--- config.mk ---
export PLATFORM = sky130hd
export DESIGN_NAME = wb_dest_arbiter
export DESIGN_NICKNAME = d
export VERILOG_FILES = /design/src/rtl/wb_dest_arbiter_pkg.sv /design/src/rtl/wb_dest_arbiter_rr_pick4.sv /design/src/rtl/wb_dest_arbiter.sv
export SDC_FILE = /design/constraint.sdc
export NUM_CORES = 1
export LEC_CHECK = 0
export CAP_MARGIN = 10
export CORE_MARGIN = 2
export CORE_UTILIZATION = 50
export DETAILED_ROUTE_END_ITERATION = 10
export DONT_BUFFER_PORTS = 1
export PLACE_DENSITY = 0.64
export RECOVER_POWER = 100
export SLEW_MARGIN = 5
export SYNTH_ARGS = -nofsm -noshare
export SYNTH_HDL_FRONTEND = slang
export SYNTH_HIERARCHICAL = 1
export SYNTH_SLANG_ARGS = --single-unit
--- constraint.sdc ---
create_clock -name clk -period 3.8 [get_ports clk]
set_input_delay 0.38 -clock clk [delete_from_list [all_inputs] [get_ports clk]]
set_output_delay 0.38 -clock clk [all_outputs]
set_load 0.1 [all_outputs]
--- src/rtl/wb_dest_arbiter_pkg.sv ---
// Shared types and constants for the writeback destination arbiter.
// Imported by rr_pick4 and wb_dest_arbiter.
package wb_arb_pkg;

    localparam int NUM_REQ = 4;

    // Select codes of the write-register-address mux (rt, rd, $ra, aux).
    localparam logic [1:0] SEL_RT  = 2'd0;
    localparam logic [1:0] SEL_RD  = 2'd1;
    localparam logic [1:0] SEL_RA  = 2'd2;
    localparam logic [1:0] SEL_AUX = 2'd3;

    typedef enum logic [1:0] {
        IDLE   = 2'd0,
        GRANT  = 2'd1,
        LOCKED = 2'd2
    } arb_state_e;

    function automatic logic [NUM_REQ-1:0] idx_to_onehot(input logic [1:0] idx);
        return NUM_REQ'(1) << idx;
    endfunction

endpackage

--- src/rtl/wb_dest_arbiter_rr_pick4.sv ---
// Combinational rotating-priority picker: first unmasked request at or above ptr
// (modulo 4) wins.
module rr_pick4
    import wb_arb_pkg::*;
(
    input  logic [NUM_REQ-1:0] req,
    input  logic [NUM_REQ-1:0] mask,
    input  logic [1:0]         ptr,
    output logic [1:0]         winner,
    output logic               valid
);

    logic [1:0] idx;

    // Scan from the farthest offset down so the closest candidate is written last.
    always_comb begin
        winner = ptr;
        valid  = 1'b0;
        idx    = 2'd0;
        for (int i = NUM_REQ - 1; i >= 0; i--) begin
            idx = ptr + 2'(i);
            if (req[idx] && !mask[idx]) begin
                winner = idx;
                valid  = 1'b1;
            end
        end
    end

endmodule

--- src/rtl/wb_dest_arbiter.sv ---
// Round-robin arbiter for the register-file write port with lock and stall freeze.
// Define WB_ARB_FIXED_PRIO_EN for fixed priority (index 0 highest, no pointer).
module wb_dest_arbiter
    import wb_arb_pkg::*;
#(
    parameter int unsigned LOCK_MAX = 4,
    parameter int unsigned PTR_RST  = 0
) (
    input  logic               clk,
    input  logic               rst_n,
    input  logic [NUM_REQ-1:0] req,
    input  logic [NUM_REQ-1:0] lock,
    input  logic               stall,
    output logic [NUM_REQ-1:0] gnt,
    output logic [1:0]         sel,
    output logic               wr_en,
    output logic               busy,
    output logic               lock_err
);

    arb_state_e         state_q, state_d;
    logic [NUM_REQ-1:0] gnt_q, gnt_d;
    logic [1:0]         sel_q, sel_d;
    logic [3:0]         cnt_q, cnt_d;
    logic               lock_err_q, lock_err_d;

    logic [1:0]         pick_ptr;
    logic [NUM_REQ-1:0] pick_mask;
    logic [1:0]         pick_win;
    logic               pick_valid;
    logic               held_req;
    logic               can_extend;

`ifndef WB_ARB_FIXED_PRIO_EN
    logic [1:0] ptr_q, ptr_d;
`endif

    // While busy, the picker looks ahead at the release case: start after the
    // current holder and ignore its still-high request for this one edge.
    always_comb begin
`ifdef WB_ARB_FIXED_PRIO_EN
        pick_ptr = 2'd0;
`else
        pick_ptr = (state_q == IDLE) ? ptr_q : sel_q + 2'd1;
`endif
        pick_mask = (state_q == IDLE) ? '0 : idx_to_onehot(sel_q);
    end

    rr_pick4 u_pick (
        .req    (req),
        .mask   (pick_mask),
        .ptr    (pick_ptr),
        .winner (pick_win),
        .valid  (pick_valid)
    );

    assign held_req   = lock[sel_q] & req[sel_q];
    assign can_extend = held_req && (cnt_q < 4'(LOCK_MAX - 1));

    always_comb begin
        state_d    = state_q;
        gnt_d      = gnt_q;
        sel_d      = sel_q;
        cnt_d      = cnt_q;
        lock_err_d = 1'b0;
`ifndef WB_ARB_FIXED_PRIO_EN
        ptr_d      = ptr_q;
`endif
        if (!stall) begin
            case (state_q)
                IDLE: begin
                    if (pick_valid) begin
                        state_d = GRANT;
                        gnt_d   = idx_to_onehot(pick_win);
                        sel_d   = pick_win;
                    end
                end
                GRANT, LOCKED: begin
                    if (can_extend) begin
                        state_d = LOCKED;
                        cnt_d   = cnt_q + 4'd1;
                    end else begin
                        cnt_d      = 4'd0;
                        lock_err_d = held_req;
`ifndef WB_ARB_FIXED_PRIO_EN
                        ptr_d      = sel_q + 2'd1;
`endif
                        if (pick_valid) begin
                            state_d = GRANT;
                            gnt_d   = idx_to_onehot(pick_win);
                            sel_d   = pick_win;
                        end else begin
                            state_d = IDLE;
                            gnt_d   = '0;
                            sel_d   = SEL_RT;
                        end
                    end
                end
                default: begin
                    state_d = IDLE;
                    gnt_d   = '0;
                    sel_d   = SEL_RT;
                    cnt_d   = 4'd0;
                end
            endcase
        end
    end

    always_ff @(posedge clk or negedge rst_n) begin
        if (!rst_n) begin
            state_q    <= IDLE;
            gnt_q      <= '0;
            sel_q      <= SEL_RT;
            cnt_q      <= 4'd0;
            lock_err_q <= 1'b0;
        end else begin
            state_q    <= state_d;
            gnt_q      <= gnt_d;
            sel_q      <= sel_d;
            cnt_q      <= cnt_d;
            lock_err_q <= lock_err_d;
        end
    end

`ifndef WB_ARB_FIXED_PRIO_EN
    always_ff @(posedge clk or negedge rst_n) begin
        if (!rst_n) begin
            ptr_q <= 2'(PTR_RST);
        end else begin
            ptr_q <= ptr_d;
        end
    end
`endif

    assign gnt      = gnt_q;
    assign sel      = sel_q;
    assign busy     = (state_q != IDLE);
    assign wr_en    = busy & ~stall;
    assign lock_err = lock_err_q;

endmodule

# == Word level (Yosys, flattened, before mapping) ==
# Index checks and enable logic that the tools add are counted.
# word_totals
register_bits,15
latchBits,0
elab_cells,91
ramBits,0
memories,0
out_inout_bits,9
inputBits,11
mem_bits_ro,0
# classes
eq_ne,4
reduce_logical,16
n_bitwise,5
muxes,47
shifts,2
mul,0
order_cmp,6
n_div,0
addsub,5
# op_table
operator,n
$bmux W1 S2,10
$mux W2,10
$mux W4,5
$mux W1,18
$pmux W4 S2,2
$lt A2 B3 Y1 const B,5
$pmux W2 S2,2
$shl A1 B2 Y4 const A,2
$reduce_and A3 Y1,2
$logic_and A1 B1 Y1,5
$add A2 B1 Y2 const B,2
$add A2 B2 Y2 const B,2
$add A4 B1 Y4 const B,1
$logic_not A1 Y1,4
$lt A4 B2 Y1 const B,1
$ne A2 B2 Y1 const B,2
$reduce_and A2 Y1,2
$not A1 Y1,3
$and A1 B1 Y1,2
$eq A2 B1 Y1 const B,1
$eq A2 B2 Y1 const B,1
$logic_not A2 Y1,1
$reduce_bool A2 Y1,1
$reduce_or A2 Y1,1

# == Depth between registers and ports, before layout ==
# logic_depth
depth_word,15
ltp_mapped,10
mapped_depth_nobuf,9

# == Cells and area by module ==
# The synthesis kept the hierarchy.
# modules_own_cells
module,cells_per_inst,seq_area_each_um2,area_each_um2,instances
wb_dest_arbiter,79,375.4,839.6,1
rr_pick4,21,0.0,136.4,1

# == Worst setup path after synthesis ==
# No wires, ideal clock.
# synth_path
path_type,register to register
startpoint,reg sel_q[0] (netlist: sel[0])
endpoint,reg gnt_q[0] (netlist: gnt[0])
setup_slack_ns,0.997
n_path_buf,0
setup_ns,0.125
stages_incl_launch_ff,7
synth_period_minus_slack_ns,2.803
required_ns,3.675
t_arrival_ns,2.677
path_cell_list,dfrtp_1 inv_1 ha_1 mux2_2 a222oi_1 nor4_1 mux2_4
# synth_between
elab_chain_len,15
word_cells_on_any_way,53
cone_classes,4 x add/sub; 2 x eq/ne; 2 x shift; 34 x mux; 1 x bitwise; 10 x reduce/logical
# synth_rtl
item,line_no,source
from (decl),wb_dest_arbiter.sv:23,"logic [1:0] sel_q, sel_d;"
from (signal assigned),wb_dest_arbiter.sv:119,sel_q <= sel_d;
$add A2 B1 Y2 (*),wb_dest_arbiter.sv:44,pick_ptr = (state_q == IDLE) ? ptr_q : sel_q + 2'd1;
$mux W2 (*),wb_dest_arbiter.sv:44,
net pick_ptr[1],wb_dest_arbiter.sv:27,logic [1:0] pick_ptr;
$add A2 B2 Y2,wb_dest_arbiter_rr_pick4.sv:21,idx = ptr + 2'(i);
$bmux W1 S2,wb_dest_arbiter_rr_pick4.sv:22,if (req[idx] && !mask[idx]) begin
$mux W1 (implied by the code),wb_dest_arbiter_rr_pick4.sv:22,
$logic_not A1 Y1,wb_dest_arbiter_rr_pick4.sv:22,
$logic_and A1 B1 Y1,wb_dest_arbiter_rr_pick4.sv:22,
$mux W2 (3 in a row),wb_dest_arbiter_rr_pick4.sv:22,
$mux W2 (*),wb_dest_arbiter_rr_pick4.sv:22,
net pick_win[0],wb_dest_arbiter.sv:29,logic [1:0] pick_win;
$shl A1 B2 Y4 (*),wb_dest_arbiter_pkg.sv:20,return NUM_REQ'(1) << idx;
$mux W4,wb_dest_arbiter.sv:88,if (pick_valid) begin
$mux W4,wb_dest_arbiter.sv:79,if (can_extend) begin
$pmux W4 S2 (*),wb_dest_arbiter.sv:70,case (state_q)
to (signal assigned),wb_dest_arbiter.sv:118,gnt_q <= gnt_d;
to (decl),wb_dest_arbiter.sv:22,"logic [NUM_REQ-1:0] gnt_q, gnt_d;"
# The timed path passes the listed nets; every way through them passes the cells marked *. The select of a mux whose other input is x is not followed.
# A chain may end at the register's enable or synchronous reset.

# == Worst setup path after layout ==
# layout_path
startpoint,reg state_q[1]
endpoint,out wr_en
# layout_between
elab_chain_len,2
# layout_rtl
item,line_no,source
from (decl),wb_dest_arbiter.sv:21,"arb_state_e state_q, state_d;"
from (signal assigned),wb_dest_arbiter.sv:117,state_q <= state_d;
$reduce_bool A2 Y1,wb_dest_arbiter.sv:137,assign busy = (state_q != IDLE);
$and A1 B1 Y1,wb_dest_arbiter.sv:138,assign wr_en = busy & ~stall;
to (decl),wb_dest_arbiter.sv:16,"output logic wr_en,"
# No other way between the ends.

==> reports/results.tsv <==
metric	value	unit
status	finished, violations left	
violated checks	capacitance limit, slew limit	
drt pass-1 iters	4	
Synth Instances	100	
Initial Util	54.7	%
hold path depth	2	
CP startpoint	state_q[1]$_DFFE_PN0P_	
initial antenna violation count	0	
Remaining DRCs	0	
crit start category	flip-flop	
Post-synth ARST share	100	%
Slew @ Worst Pin	1.89	ns
clock skew	0.0175	ns
reg2reg start	sel[0]$_DFFE_PN0P_	
kind of critical path	reg2out	
CP Capture Type	output pin	
Layout Nets	125	
hpwl dp	1530	um
global-route wire length before repair	2940	um
synthesized area	976	um2
Hold Startpoint	stall	
vias in the first global route	677	
worst reg-to-reg path cell count	10	
Skew-Pair Late Insertion Delay	0.28	ns
Area Overhead vs Synth	6.92	%
CP max FO	15	
dpl ws	1.15	ns
largest net degree at the start of global routing	16	
r2r setup slk	1.14	ns
GRT Residual Overflow	0	
layout cell share with drive strength beyond 1	16.0	%
post-synthesis sequential area ratio	38.5	%
r2r endpoint	sel[0]$_DFFE_PN0P_	
syn nets	118	
routed len/inst	14.9	um
clk sink count	15	
maximum clock path buffer count	2	
data required time of the worst path	3.42	ns
CP Data Arrival Time	2.54	ns
Final WS setup	0.883	ns
CTS H-tree depth	1	
min-delay worst type	in2reg	
post-synthesis register bit count	15	
cts bufs inserted	3	
fill cell count	165	
critical path's slowest cell	nor2_1	
Die ar.	2320	um2
CTS clk-pin slew, worst paths	0.10	ns
Core Area	1780	um2
most frequent cells in the layout	dfrtp_1 (15), nand2_1 (13), o21ai_0 (9)	
post-route clock period utilization	76.8	%
Vias	726	
Initial DRC Count	21	
gp weighted congestion	0.779	
ys flop type	dfrtp_1	
Post-Route WL	1960	um
# setup viols final	0	
Die Y	48.2	um
Final Util	58.5	%
Root Buffer	clkbuf_4	
endpoints failing hold	0	
CTS tree	yes	
die width	48.2	um
Max-Cap Viols	1	
Rel. slew slack	-26.3	%
RSZ-0062 raised after global routing	false	
Post-CTS Resized	0	
row cnt	15	
Max Slew Vio Count	4	
commonest non-fill, non-tap cell in the layout	dfrtp_1	
minimum clock period	2.92	ns
warning count from the yosys run	6	
Unique masters post-synth	36	
sequence of cells on the critical path	inv_1 -> ha_1 -> nor2_1	
IO Port Bufs	0	
Worst path max stage delay	1.47	ns
fmax	0.343	GHz
syn_area_per_cell	9.76	um2
setup TNS	0	ns
Post-synth EDFFs	0	
GRT Util Overall	18.6	%
antenna-violating nets left	0	
I/O pins	20	
WHS Endpoint	cnt_q[1]$_DFFE_PN0P_	
DR vias/cell	5.54	
antenna fix cells	0	
## Yosys cell counts (2+ instances only)
cell type	n	area (um2)
or2b_1	2	15.0
o21ai_0	6	30.0
inv_1	6	22.5
o21ai_1	4	20.0
a21bo_2	2	20.0
nand2_1	13	48.8
nand3_1	2	10.0
or3_1	2	12.5
mux2_2	3	33.8
ha_1	7	87.6
nor2_1	3	11.3
nor2b_1	8	50.1
o22ai_1	2	12.5
o2bb2ai_1	3	26.3
dfrtp_1	15	375
o31ai_1	2	15.0
## worst max-delay path: cells and delay by family (launching register included)
kind	cells	cell delay (ns)
buffers and inverters	1	0.05
adder cells (fa/ha/maj)	1	0.35
AND/OR/NAND/NOR	1	1.47
flip-flops	1	0.38
## routing by layer
layer  GRT usage (%)  routed length [um]  part of all wire, %
met5               0                   0                    0
met4            6.49                   0                    0
met3            5.19                 105                  5.4
met2            27.6                 925                   47
met1            26.2                 927                   47
## cell type report
class                      instances  area [um2]  area share (%)
inverter                           7        26.3            2.52
tap                               25        31.3            3.00
timing repair buffer               3        21.3            2.04
clock buffer                       4        26.3            2.52
multi-input combinational         77         563            54.0
sequential                        15         375            36.0
## per-stage QoR
step / area [um2] / instances / hold slack (ns)
3_3_place_gp: 1020 / 126 / 0.0847
4_1_cts: 1060 / 131 / 0.244
3_5_place_dp: 1020 / 126 / 0.0848
6_report: 1040 / 131 / 0.237
2_1_floorplan: 976 / 100 / 0.0844
5_1_grt: 1040 / 131 / 0.247
## kinds of logic after synthesis
kind of cell             count (synthesis)  share of synthesized area, %
multiplexers                             5                          7.31
AO/OA/AOI/OAI                           26                          19.9
adder cells (fa/ha/maj)                  7                          8.97
buffers and inverters                    8                          3.08
flip-flops                              15                          38.5
AND/OR/NAND/NOR                         39                          22.3
## what timing repair did
item / 4_1_cts / 5_1_grt
buffers inserted: 0 / 0
hold endpoints to repair: 15 / 0
hold buffers: 1 / 0
## how the worst max path moves through the flow
stage | slack, ns | endpoint | depth (start not counted)
after global placement | 1.21 | gnt[0]$_DFFE_PN0P_ | 6
after floorplan | 1.0 | gnt[0]$_DFFE_PN0P_ | 6
after global routing | 0.75 | wr_en | 3
after CTS | 1.15 | sel[0]$_DFFE_PN0P_ | 10
final | 0.88 | wr_en | 3
after detailed placement | 1.15 | sel[0]$_DFFE_PN0P_ | 10
## sequential cells by signal (all words and copies together), names as in the netlist
register,count
cnt_q,4
gnt,4
lock_err,1
ptr_q,2
sel,2
state_q,2
Power is left out: the tool's default activity adds up to more than one toggle a clock period on the data nets, which glitch-free logic cannot reach.
